==> src/rtl/qspi_arb_pkg.sv <==
// Shared types and constants for the QSPI bus arbiter and its address decoders.
package qspi_arb_pkg;

   typedef enum logic [2:0] {IDLE, ISSUE, WAIT, RESP, GAP} state_t;
   typedef enum logic [1:0] {TGT_FLASH, TGT_PSRAM, TGT_NONE} target_t;

   localparam logic [1:0] SIZE_BYTE = 2'd0;
   localparam logic [1:0] SIZE_HALF = 2'd1;
   localparam logic [1:0] SIZE_WORD = 2'd2;

   // Each memory window spans 16 MiB, so the engine offset is 24 bits wide.
   localparam int WIN_W = 24;

endpackage

==> src/rtl/qspi_addr_decode.sv <==
// Maps the upper address byte of a request onto the flash window, the PSRAM window, or nothing.
module qspi_addr_decode
   import qspi_arb_pkg::*;
#(
   parameter logic [31-WIN_W:0] FLASH_PAGE = 8'h00,
   parameter logic [31-WIN_W:0] PSRAM_PAGE = 8'h01
) (
   input  logic [31-WIN_W:0] addr_hi,
   output target_t           tgt
);

   always_comb begin
      tgt = TGT_NONE;
      if (addr_hi == FLASH_PAGE) begin
         tgt = TGT_FLASH;
      end else if (addr_hi == PSRAM_PAGE) begin
         tgt = TGT_PSRAM;
      end
   end

endmodule

==> src/rtl/qspi_bus_arbiter.sv <==
// Shares one QSPI engine between the instruction-fetch and data ports, with a chip-select
// gap after every transaction and a bound on how long fetch may starve a pending data request.
module qspi_bus_arbiter
   import qspi_arb_pkg::*;
#(
   parameter logic [31:0] FLASH_BASE_ADDR = 32'h0000_0000,
   parameter logic [31:0] PSRAM_BASE_ADDR = 32'h0100_0000,
   parameter int unsigned MIN_GAP         = 2,
   parameter int unsigned STARVE_LIMIT    = 4
) (
   input  logic        clk,
   input  logic        rst_n,
   input  logic        if_req,
   input  logic [31:0] if_addr,
   output logic        if_ready,
   output logic [31:0] if_rdata,
   output logic        if_err,
   input  logic        d_req,
   input  logic        d_we,
   input  logic [31:0] d_addr,
   input  logic [1:0]  d_size,
   input  logic [31:0] d_wdata,
   output logic        d_ready,
   output logic [31:0] d_rdata,
   output logic        d_err,
   output logic        eng_start,
   output logic        eng_sel,
   output logic        eng_we,
   output logic [23:0] eng_addr,
   output logic [1:0]  eng_size,
   output logic [31:0] eng_wdata,
   input  logic        eng_done,
   input  logic [31:0] eng_rdata
);

   localparam logic [3:0] GAP_LOAD   = 4'(MIN_GAP - 1);
   localparam logic [3:0] STARVE_MAX = 4'(STARVE_LIMIT);

   state_t            state, state_nxt;
   target_t           if_tgt, d_tgt, win_tgt;
   logic              grant_d;
   logic              pick_any, pick_d, pick_err;
   logic [WIN_W-1:0]  win_off;
   logic [3:0]        starve_cnt;
   logic [3:0]        gap_cnt;

   qspi_addr_decode #(
      .FLASH_PAGE (FLASH_BASE_ADDR[31:WIN_W]),
      .PSRAM_PAGE (PSRAM_BASE_ADDR[31:WIN_W])
   ) u_if_decode (
      .addr_hi (if_addr[31:WIN_W]),
      .tgt     (if_tgt)
   );

   qspi_addr_decode #(
      .FLASH_PAGE (FLASH_BASE_ADDR[31:WIN_W]),
      .PSRAM_PAGE (PSRAM_BASE_ADDR[31:WIN_W])
   ) u_d_decode (
      .addr_hi (d_addr[31:WIN_W]),
      .tgt     (d_tgt)
   );

   // Fetch wins unless it has already been granted STARVE_LIMIT times over a waiting data request.
   always_comb begin
      pick_any  = if_req | d_req;
      pick_d    = d_req & (~if_req | (starve_cnt >= STARVE_MAX));
      win_tgt   = pick_d ? d_tgt : if_tgt;
      win_off   = pick_d ? d_addr[WIN_W-1:0] : if_addr[WIN_W-1:0];
      pick_err  = (win_tgt == TGT_NONE) | (pick_d & d_we & (win_tgt == TGT_FLASH));
      state_nxt = state;
      case (state)
         IDLE:    if (pick_any) state_nxt = pick_err ? RESP : ISSUE;
         ISSUE:   state_nxt = WAIT;
         WAIT:    if (eng_done) state_nxt = RESP;
         RESP:    state_nxt = GAP;
         GAP:     if (gap_cnt == 4'd0) state_nxt = IDLE;
         default: state_nxt = IDLE;
      endcase
   end

   always_ff @(posedge clk or negedge rst_n) begin
      if (!rst_n) begin
         state <= IDLE;
      end else begin
         state <= state_nxt;
      end
   end

   always_ff @(posedge clk or negedge rst_n) begin
      if (!rst_n) begin
         if_ready   <= 1'b0;
         d_ready    <= 1'b0;
         if_err     <= 1'b0;
         d_err      <= 1'b0;
         if_rdata   <= '0;
         d_rdata    <= '0;
         eng_start  <= 1'b0;
         eng_sel    <= 1'b0;
         eng_we     <= 1'b0;
         eng_addr   <= '0;
         eng_size   <= '0;
         eng_wdata  <= '0;
         grant_d    <= 1'b0;
         starve_cnt <= '0;
         gap_cnt    <= '0;
      end else begin
         if_ready  <= 1'b0;
         d_ready   <= 1'b0;
         eng_start <= 1'b0;
         case (state)
            IDLE: begin
               if (!d_req || pick_d) begin
                  starve_cnt <= '0;
               end else if (starve_cnt < STARVE_MAX) begin
                  starve_cnt <= starve_cnt + 4'd1;
               end
               if (pick_any) begin
                  grant_d <= pick_d;
                  if (pick_err) begin
                     // Refused requests answer straight away and never touch the bus.
                     if_ready <= ~pick_d;
                     if_err   <= ~pick_d;
                     d_ready  <= pick_d;
                     d_err    <= pick_d;
                  end else begin
                     eng_start <= 1'b1;
                     eng_sel   <= (win_tgt == TGT_PSRAM);
                     eng_we    <= pick_d & d_we;
                     eng_addr  <= win_off;
                     eng_size  <= pick_d ? d_size : SIZE_WORD;
                     eng_wdata <= pick_d ? d_wdata : '0;
                  end
               end
            end
            WAIT: begin
               if (eng_done) begin
                  if (grant_d) begin
                     d_ready <= 1'b1;
                     d_err   <= 1'b0;
                     d_rdata <= eng_rdata;
                  end else begin
                     if_ready <= 1'b1;
                     if_err   <= 1'b0;
                     if_rdata <= eng_rdata;
                  end
               end
            end
            RESP: begin
               if_err  <= 1'b0;
               d_err   <= 1'b0;
               gap_cnt <= GAP_LOAD;
            end
            GAP: begin
               if (gap_cnt != 4'd0) gap_cnt <= gap_cnt - 4'd1;
            end
            default: ;
         endcase
      end
   end

endmodule

==> config.mk <==
export PLATFORM = sky130hd
export DESIGN_NAME = qspi_bus_arbiter
export DESIGN_NICKNAME = d
export VERILOG_FILES = /design/src/rtl/qspi_arb_pkg.sv /design/src/rtl/qspi_addr_decode.sv /design/src/rtl/qspi_bus_arbiter.sv
export SDC_FILE = /design/constraint.sdc
export NUM_CORES = 1
export LEC_CHECK = 0
export ABC_AREA = 0
export CELL_PAD_IN_SITES_DETAIL_PLACEMENT = 1
export CELL_PAD_IN_SITES_GLOBAL_PLACEMENT = 2
export CORE_AREA = 2 2 137 206
export CTS_CLUSTER_SIZE = 30
export DETAILED_ROUTE_END_ITERATION = 10
export DIE_AREA = 0 0 139 208
export PLACE_DENSITY_LB_ADDON = 0.1
export SETUP_SLACK_MARGIN = 0.4
export SLEW_MARGIN = 40
export SYNTH_ARGS = -nofsm -noshare
export SYNTH_HDL_FRONTEND = slang
export SYNTH_SLANG_ARGS = --single-unit
export TNS_END_PERCENT = 20
==> constraint.sdc <==
create_clock -name clk -period 1.96 [get_ports clk]
set_clock_uncertainty 0.2 [all_clocks]
set_input_delay 0.588 -clock clk [delete_from_list [all_inputs] [get_ports clk]]
set_output_delay 0.588 -clock clk [all_outputs]
set_load 0.01 [all_outputs]
==> results of run 1 <==
synth_stat cells, types with 3 or more instances:
| cell type | n | area (um^2) |
|---|---|---|
| mux2_4 | 24 | 360 |
| dfrtp_1 | 141 | 3530 |
| mux2i_1 | 35 | 350 |
| clkbuf_1 | 7 | 26.3 |
| nor2_1 | 6 | 22.5 |
| nor2b_1 | 5 | 31.3 |
| nand2b_1 | 3 | 18.8 |
| nor3_1 | 6 | 30.0 |
| o21ai_0 | 5 | 25.0 |
| buf_2 | 16 | 80.1 |
| mux2_2 | 65 | 732 |
| nor4_1 | 3 | 18.8 |
| inv_1 | 40 | 150 |
| nand2_1 | 120 | 450 |
| buf_6 | 3 | 33.8 |
| a31oi_1 | 3 | 18.8 |
| a21oi_1 | 5 | 25.0 |
flip-flops by register name, indices dropped and copies added (netlist names):
signal and flops:
starve_cnt 4, eng_we 1, state 3, if_err 1
eng_sel 1, gap_cnt 4, grant_d 1, if_rdata 32
d_rdata 32, eng_size 2, if_ready 1, d_err 1
eng_start 1, eng_wdata 32, d_ready 1, eng_addr 24
final cells by class:
class                      instances  area (um^2)
sequential                       141         3530
clock inverter                    11          141
clock buffer                      21          460
timing repair buffer             314         3090
tap                              342          428
multi-input combinational        305         2800
inverter                          40          153
fill                            2915        16400
timing repair:
action,in CTS,in global routing
hold buffers,1,0
hold endpoints to repair,34,0
buffers inserted,3,2
resized for setup,739,27
cloned,5,0
pin swaps,25,15
setup endpoints to repair,268,267
kinds of logic after synthesis:
| kind of cell | share of synthesized area (%) |
|---|---|
| buffers and inverters | 4.73 |
| adder cells (fa/ha/maj) | 0.408 |
| AND/OR/NAND/NOR | 10.9 |
| multiplexers | 23.5 |
| XOR/XNOR | 0.285 |
| AO/OA/AOI/OAI | 2.75 |
| flip-flops | 57.5 |
how the worst max path moves through the flow:
stage,start,to,slack (ns)
after floorplan,d_addr[29],eng_addr[0],-0.13
after global placement,if_req,d_err,-0.80
after detailed placement,d_addr[29],eng_wdata[16],-0.85
after CTS,starve_cnt[3],eng_addr[7],-0.08
after global routing,starve_cnt[2],eng_wdata[8],-0.20
final,starve_cnt[2],eng_addr[2],-0.09
worst max-delay path, stage by stage (launching register included):
cell and delay [ns]:
dfrtp_1 0.40, nor3b_4 0.28, nand2b_4 0.20, nor3_4 0.05, o21ai_4 0.16, buf_6 0.18
buf_12 0.15, mux2_4 0.30
routing by layer:
metal	vias to the layer above	global-route usage, %
met5	-	0
met4	4	4.77
met3	28	6.58
met2	199	27.9
met1	2468	16.5
li1	2314	-
stage by stage:
step                utilization [%]  TNS [ns]  cell area [um^2]  instances
global route                   39.2     -8.48             10600       1174
floorplan                         -     -5.25              6160        512
detailed placement             35.2    -76.46              9530       1131
global placement               35.2    -71.00              9530       1131
finish                         39.2     -2.58             10600       1174
CTS                            38.6     -2.34             10400       1172
power groups by stage:
stage	combinational [uW]	sequential, uW	clock [uW]
2_1_floorplan	1520	4760	0
3_3_place_gp	4640	4380	0
3_5_place_dp	4690	4420	0
4_1_cts	4910	4500	3460
5_1_grt	5410	4660	3590
6_report	4960	4530	3320
==> flow_metrics.env, run 1 <==
export IMPL_finalHoldViolations=0
export IMPL_htreeDepth=4
export IMPL_route_met2_wl_um=11400
export IMPL_fin_nets=957
export IMPL_endpoint_kind="register"
export IMPL_setup_slack_ns=-0.0911
export IMPL_hpwlAfterDp_um=15600
export IMPL_core_mm2=0.0270
export IMPL_min_path_type="reg -> reg"
export IMPL_p_sw_share_pct=30.7
export IMPL_r2r_setup_slack_ns=-0.09
export IMPL_synthesis_area_mm2=0.00614
export IMPL_synth_seq_cells=141
export IMPL_final_cell_mix="dfrtp_1, clkdlybuf4s50_1, nand2_1, mux2_4, buf_6"
export IMPL_cts_inserted_buffers=17
export IMPL_startpoint_type="register"
export IMPL_place_ws_ns=-0.853
export IMPL_total_power_uw=12800
export IMPL_clock_latency_ns=0.42
export IMPL_hold_start="starve_cnt[1]"
export IMPL_internal_power_uw=8880
export IMPL_ant_nets=0
export IMPL_ys_flop_type="dfrtp_1"
export IMPL_wl_met3_um=1920
export IMPL_total_leakage_power_uw=0.00545
export IMPL_whs_ns=0.296
export IMPL_cap_violations=0
export IMPL_pwr_density_cell_mw_per_mm2=1210
export IMPL_period_share_pct=105
export IMPL_rows=74
export IMPL_synth_edf_count=0
export IMPL_die_w_um=139
export IMPL_grtUsageTotal_pct=15.6
export IMPL_area_growth_pct=72.7
export IMPL_vias_per_cell=4.27
export IMPL_p_switching_uw=3930
export IMPL_worstPathRequired_ns=2.07
export IMPL_grt_max_degree=40
export IMPL_vdd_drop_max_uv=695
export IMPL_grt_overflow=0
export IMPL_clk_pin_slew_ns=0.06
export IMPL_synth_avg_cell_area_um2=12.0
export IMPL_synthArstFlopShare_pct=100
export IMPL_start_util_pct=22.7
export IMPL_worstRegToRegCells=7
export IMPL_crit_fanout=7
export IMPL_arrival_ns=2.16
export IMPL_drtIter0Drc=85
export IMPL_grt_setup_unrepaired="true"
export IMPL_drc=0
export IMPL_root_buffer="clkbuf_16"
export IMPL_worst_pin_slew_ns=0.461
export IMPL_syn_inst=512
export IMPL_synth_cell_types=38
export IMPL_r2r_start="starve_cnt[2]"
export IMPL_highest_layer="met5"
export IMPL_min_to="starve_cnt[1]"
export IMPL_cts_tree="done"
export IMPL_fp_dieH_um=208
export IMPL_num_antenna_cells=0
export IMPL_port_buffers=264
export IMPL_drive_above_1_share_pct=41.0
export IMPL_synth_nets=650
export IMPL_dieArea_mm2=0.0289
export IMPL_final_max_slew_violation_count=0
export IMPL_finalSetupViolations=55
export IMPL_globalplace_congestion=0.748
export IMPL_grt_pass1_vias=6055
export IMPL_pwr_share_comb_pct=38.7
export IMPL_antenna_found_initial=2
export IMPL_yosysSeqAreaShare_pct=57.5
export IMPL_layout_min_cycle_time_ns=2.05
export IMPL_vias=5013
export IMPL_holdPathStages=2
export IMPL_status="finished with violations"
export IMPL_wl_per_cell_um=18.5
export IMPL_clock_path_buffers=2
export IMPL_p_seq_share_pct=35.3
export IMPL_wl_um=21700
export IMPL_io_pins=265
export IMPL_clkPwrFrac_pct=25.9
export IMPL_setup_worst_path_class="reg -> reg"
export IMPL_dr_pass1_iters=4
export IMPL_max_freq_mhz=488
export IMPL_violations="setup timing"
export IMPL_drt_met1_wl_um=8040
export IMPL_final_common_cell="dfrtp_1"
export IMPL_maxSlewHeadroom_pct=69.2
export IMPL_yosysWarnings=0
export IMPL_grt_pass1_wl_um=35000
export IMPL_r2r_end="eng_addr[2]"
export IMPL_cts_sinks=141
Note: power is estimated with default switching activity, not from simulation.
==> run 2: changes to the inputs <==
--- a/config.mk
+++ b/config.mk
@@ -8,10 +8,10 @@
 export ABC_AREA = 0
 export CELL_PAD_IN_SITES_DETAIL_PLACEMENT = 1
 export CELL_PAD_IN_SITES_GLOBAL_PLACEMENT = 2
-export CORE_AREA = 2 2 137 206
+export CORE_AREA = 2 2 124 187
 export CTS_CLUSTER_SIZE = 30
 export DETAILED_ROUTE_END_ITERATION = 10
-export DIE_AREA = 0 0 139 208
+export DIE_AREA = 0 0 126 189
 export PLACE_DENSITY_LB_ADDON = 0.1
 export SETUP_SLACK_MARGIN = 0.4
 export SLEW_MARGIN = 40
==> constraint.sdc (replaced) <==
create_clock -name clk -period 2.49 [get_ports clk]
set_clock_uncertainty 0.2 [all_clocks]
set_input_delay 0.747 -clock clk [delete_from_list [all_inputs] [get_ports clk]]
set_output_delay 0.747 -clock clk [all_outputs]
set_load 0.01 [all_outputs]
==> run 2 against run 1 <==
Against the previous run: sequential power is 24% lower; first-iteration DRC count increased by 3.5%; the flow now finishes without violations; worst hold slack worse by 0.26 ns; global-route usage is 2.2 points higher; clock power fell by 21%; final area fell by 1.9%; sequential share of layout area increased by 0.64 points; routed wire length fell by 5.1%; count of clock-buffer cells in the layout is 5 higher.
==> flow_metrics.env, run 2 (synthesis results as in run 1) <==
export IMPL_grt_overflow=0
export IMPL_status="complete, no violations"
export IMPL_critical_path_max_stage_delay_ns=0.55
export IMPL_layout_min_cycle_time_ns=2.29
export IMPL_dr_pass1_iters=4
export IMPL_total_power_uw=9620
export IMPL_clock_latency_ns=0.42
export IMPL_hpwlAfterDp_um=14600
export IMPL_vdd_drop_max_uv=605
export IMPL_final_cell_mix="clkdlybuf4s50_1, dfrtp_1, nand2_1, mux2_2, dlymetal6s2s_1"
export IMPL_cts_sinks=141
export IMPL_maxSlewHeadroom_pct=54.8
export IMPL_final_max_slew_violation_count=0
export IMPL_cts_tree="done"
export IMPL_reg_top3="d_rdata (32), eng_wdata (32), if_rdata (32)"
export IMPL_crit_path_cell_trace="clkdlybuf4s50_1"
export IMPL_wl_um=20600
export IMPL_fillers=2344
export IMPL_final_common_cell="clkdlybuf4s50_1"
export IMPL_dp_cells=1059
export IMPL_ant_nets=0
export IMPL_regArea_mm2=0.00353
export IMPL_core_mm2=0.0221
export IMPL_drc=0
export IMPL_clock_path_buffers=2
export IMPL_grt_pass1_wl_um=32300
export IMPL_grt_pass1_vias=5741
export IMPL_finalSetupViolations=0
export IMPL_drtIter0Drc=88
export IMPL_wl_per_cell_um=18.6
export IMPL_cp_top_family="buffers and inverters"
export IMPL_crit_path_top_delay_cell="clkdlybuf4s50_1"
export IMPL_die_w_um=126
export IMPL_crit_fanout=2
export IMPL_root_buffer="clkbuf_16"
export IMPL_max_freq_mhz=436
export IMPL_fin_setup_tns_ns=0
export IMPL_globalplace_congestion=0.726
export IMPL_port_buffers=264
export IMPL_vias=4989
export IMPL_total_leakage_power_uw=0.00535
export IMPL_fin_nets=959
export IMPL_cts_inserted_buffers=17
export IMPL_worstPathRequired_ns=1.54
export IMPL_finalHoldViolations=0
export IMPL_io_pins=265
export IMPL_worst_pin_slew_ns=0.672
export IMPL_crit_buf_inv=1
export IMPL_instances_no_fill=1109
export IMPL_r2r_setup_slack_ns=0.28
export IMPL_dieArea_mm2=0.0238
export IMPL_multi_input_area_mm2=0.00240
export IMPL_setup_worst_path_class="reg -> out"
export IMPL_rows=67
export IMPL_period_share_pct=92.0
export IMPL_area_growth_pct=69.4
export IMPL_min_path_type="in -> async"
export IMPL_cts_hold_buffers=0
export IMPL_drive_above_1_share_pct=23.0
export IMPL_antenna_found_initial=1
export IMPL_htreeDepth=4
export IMPL_cap_violations=0
export IMPL_grtUsageTotal_pct=17.7
export IMPL_grt_setup_unrepaired="true"
export IMPL_start_util_pct=27.7
export IMPL_arrival_ns=1.34
export IMPL_vias_per_cell=4.50
export IMPL_endpoint_kind="output pin"
export IMPL_grt_max_degree=57
export IMPL_pwr_density_cell_mw_per_mm2=925
export IMPL_num_antenna_cells=0
export IMPL_fp_dieH_um=189
export IMPL_startpoint_type="register"
export IMPL_clk_pin_slew_ns=0.06
## run 2: repair_timing
item	in CTS	in global routing
buffers inserted	13	0
gates cloned	6	0
resized for setup	81	43
pin swaps	11	0
endpoints found under the setup margin	226	219
## run 2: final timing paths
kind                                from             to  cells after the start
min in group clk            if_rdata[24]   if_rdata[24]                      1
setup reg to reg           starve_cnt[2]          d_err                      8
hold reg to reg             if_rdata[24]   if_rdata[24]                      1
max in group asynchronous          rst_n   if_rdata[20]                      2
setup / recovery             eng_addr[6]    eng_addr[6]                      1
hold / removal                     rst_n  eng_wdata[21]                      1
## run 2: through the flow
| stage | instance area, um^2 | setup WS, ns | utilization (%) | hold WS, ns |
|---|---|---|---|---|
| 2_1_floorplan | 6160 | 0.241 | - | 0.251 |
| 3_3_place_gp | 9360 | -0.359 | 42.3 | 0.273 |
| 3_5_place_dp | 9360 | -0.446 | 42.3 | 0.293 |
| 4_1_cts | 10300 | 0.153 | 46.5 | 0.0380 |
| 5_1_grt | 10400 | 0.161 | 47.0 | 0.0495 |
| 6_report | 10400 | 0.198 | 47.0 | 0.0365 |
## run 2: layout make-up
type	count	share of cell area, %
flip-flops and latches	141	33.9
clock inverters	5	1.01
well taps	276	3.32
repair buffers	316	32.4
multi-input cells	305	23.1
clock buffers	26	4.80
inverters	40	1.44
## run 2: power by group
part	total (uW)	internal [uW]	switching (uW)
Clock	2630	1680	953
Sequential	3460	3040	423
Combinational	3520	2080	1440
## run 2: routing by layer
metal | track usage [%] | part of all wire, % | vias to the layer above | wire [um]
met4 | 6.26 | 2.2 | 2 | 449
li1 | - | - | 2302 | -
met3 | 6.81 | 8.1 | 31 | 1660
met5 | 0 | 0.034 | - | 7
met2 | 32.4 | 53 | 196 | 10900
met1 | 18.4 | 37 | 2458 | 7600
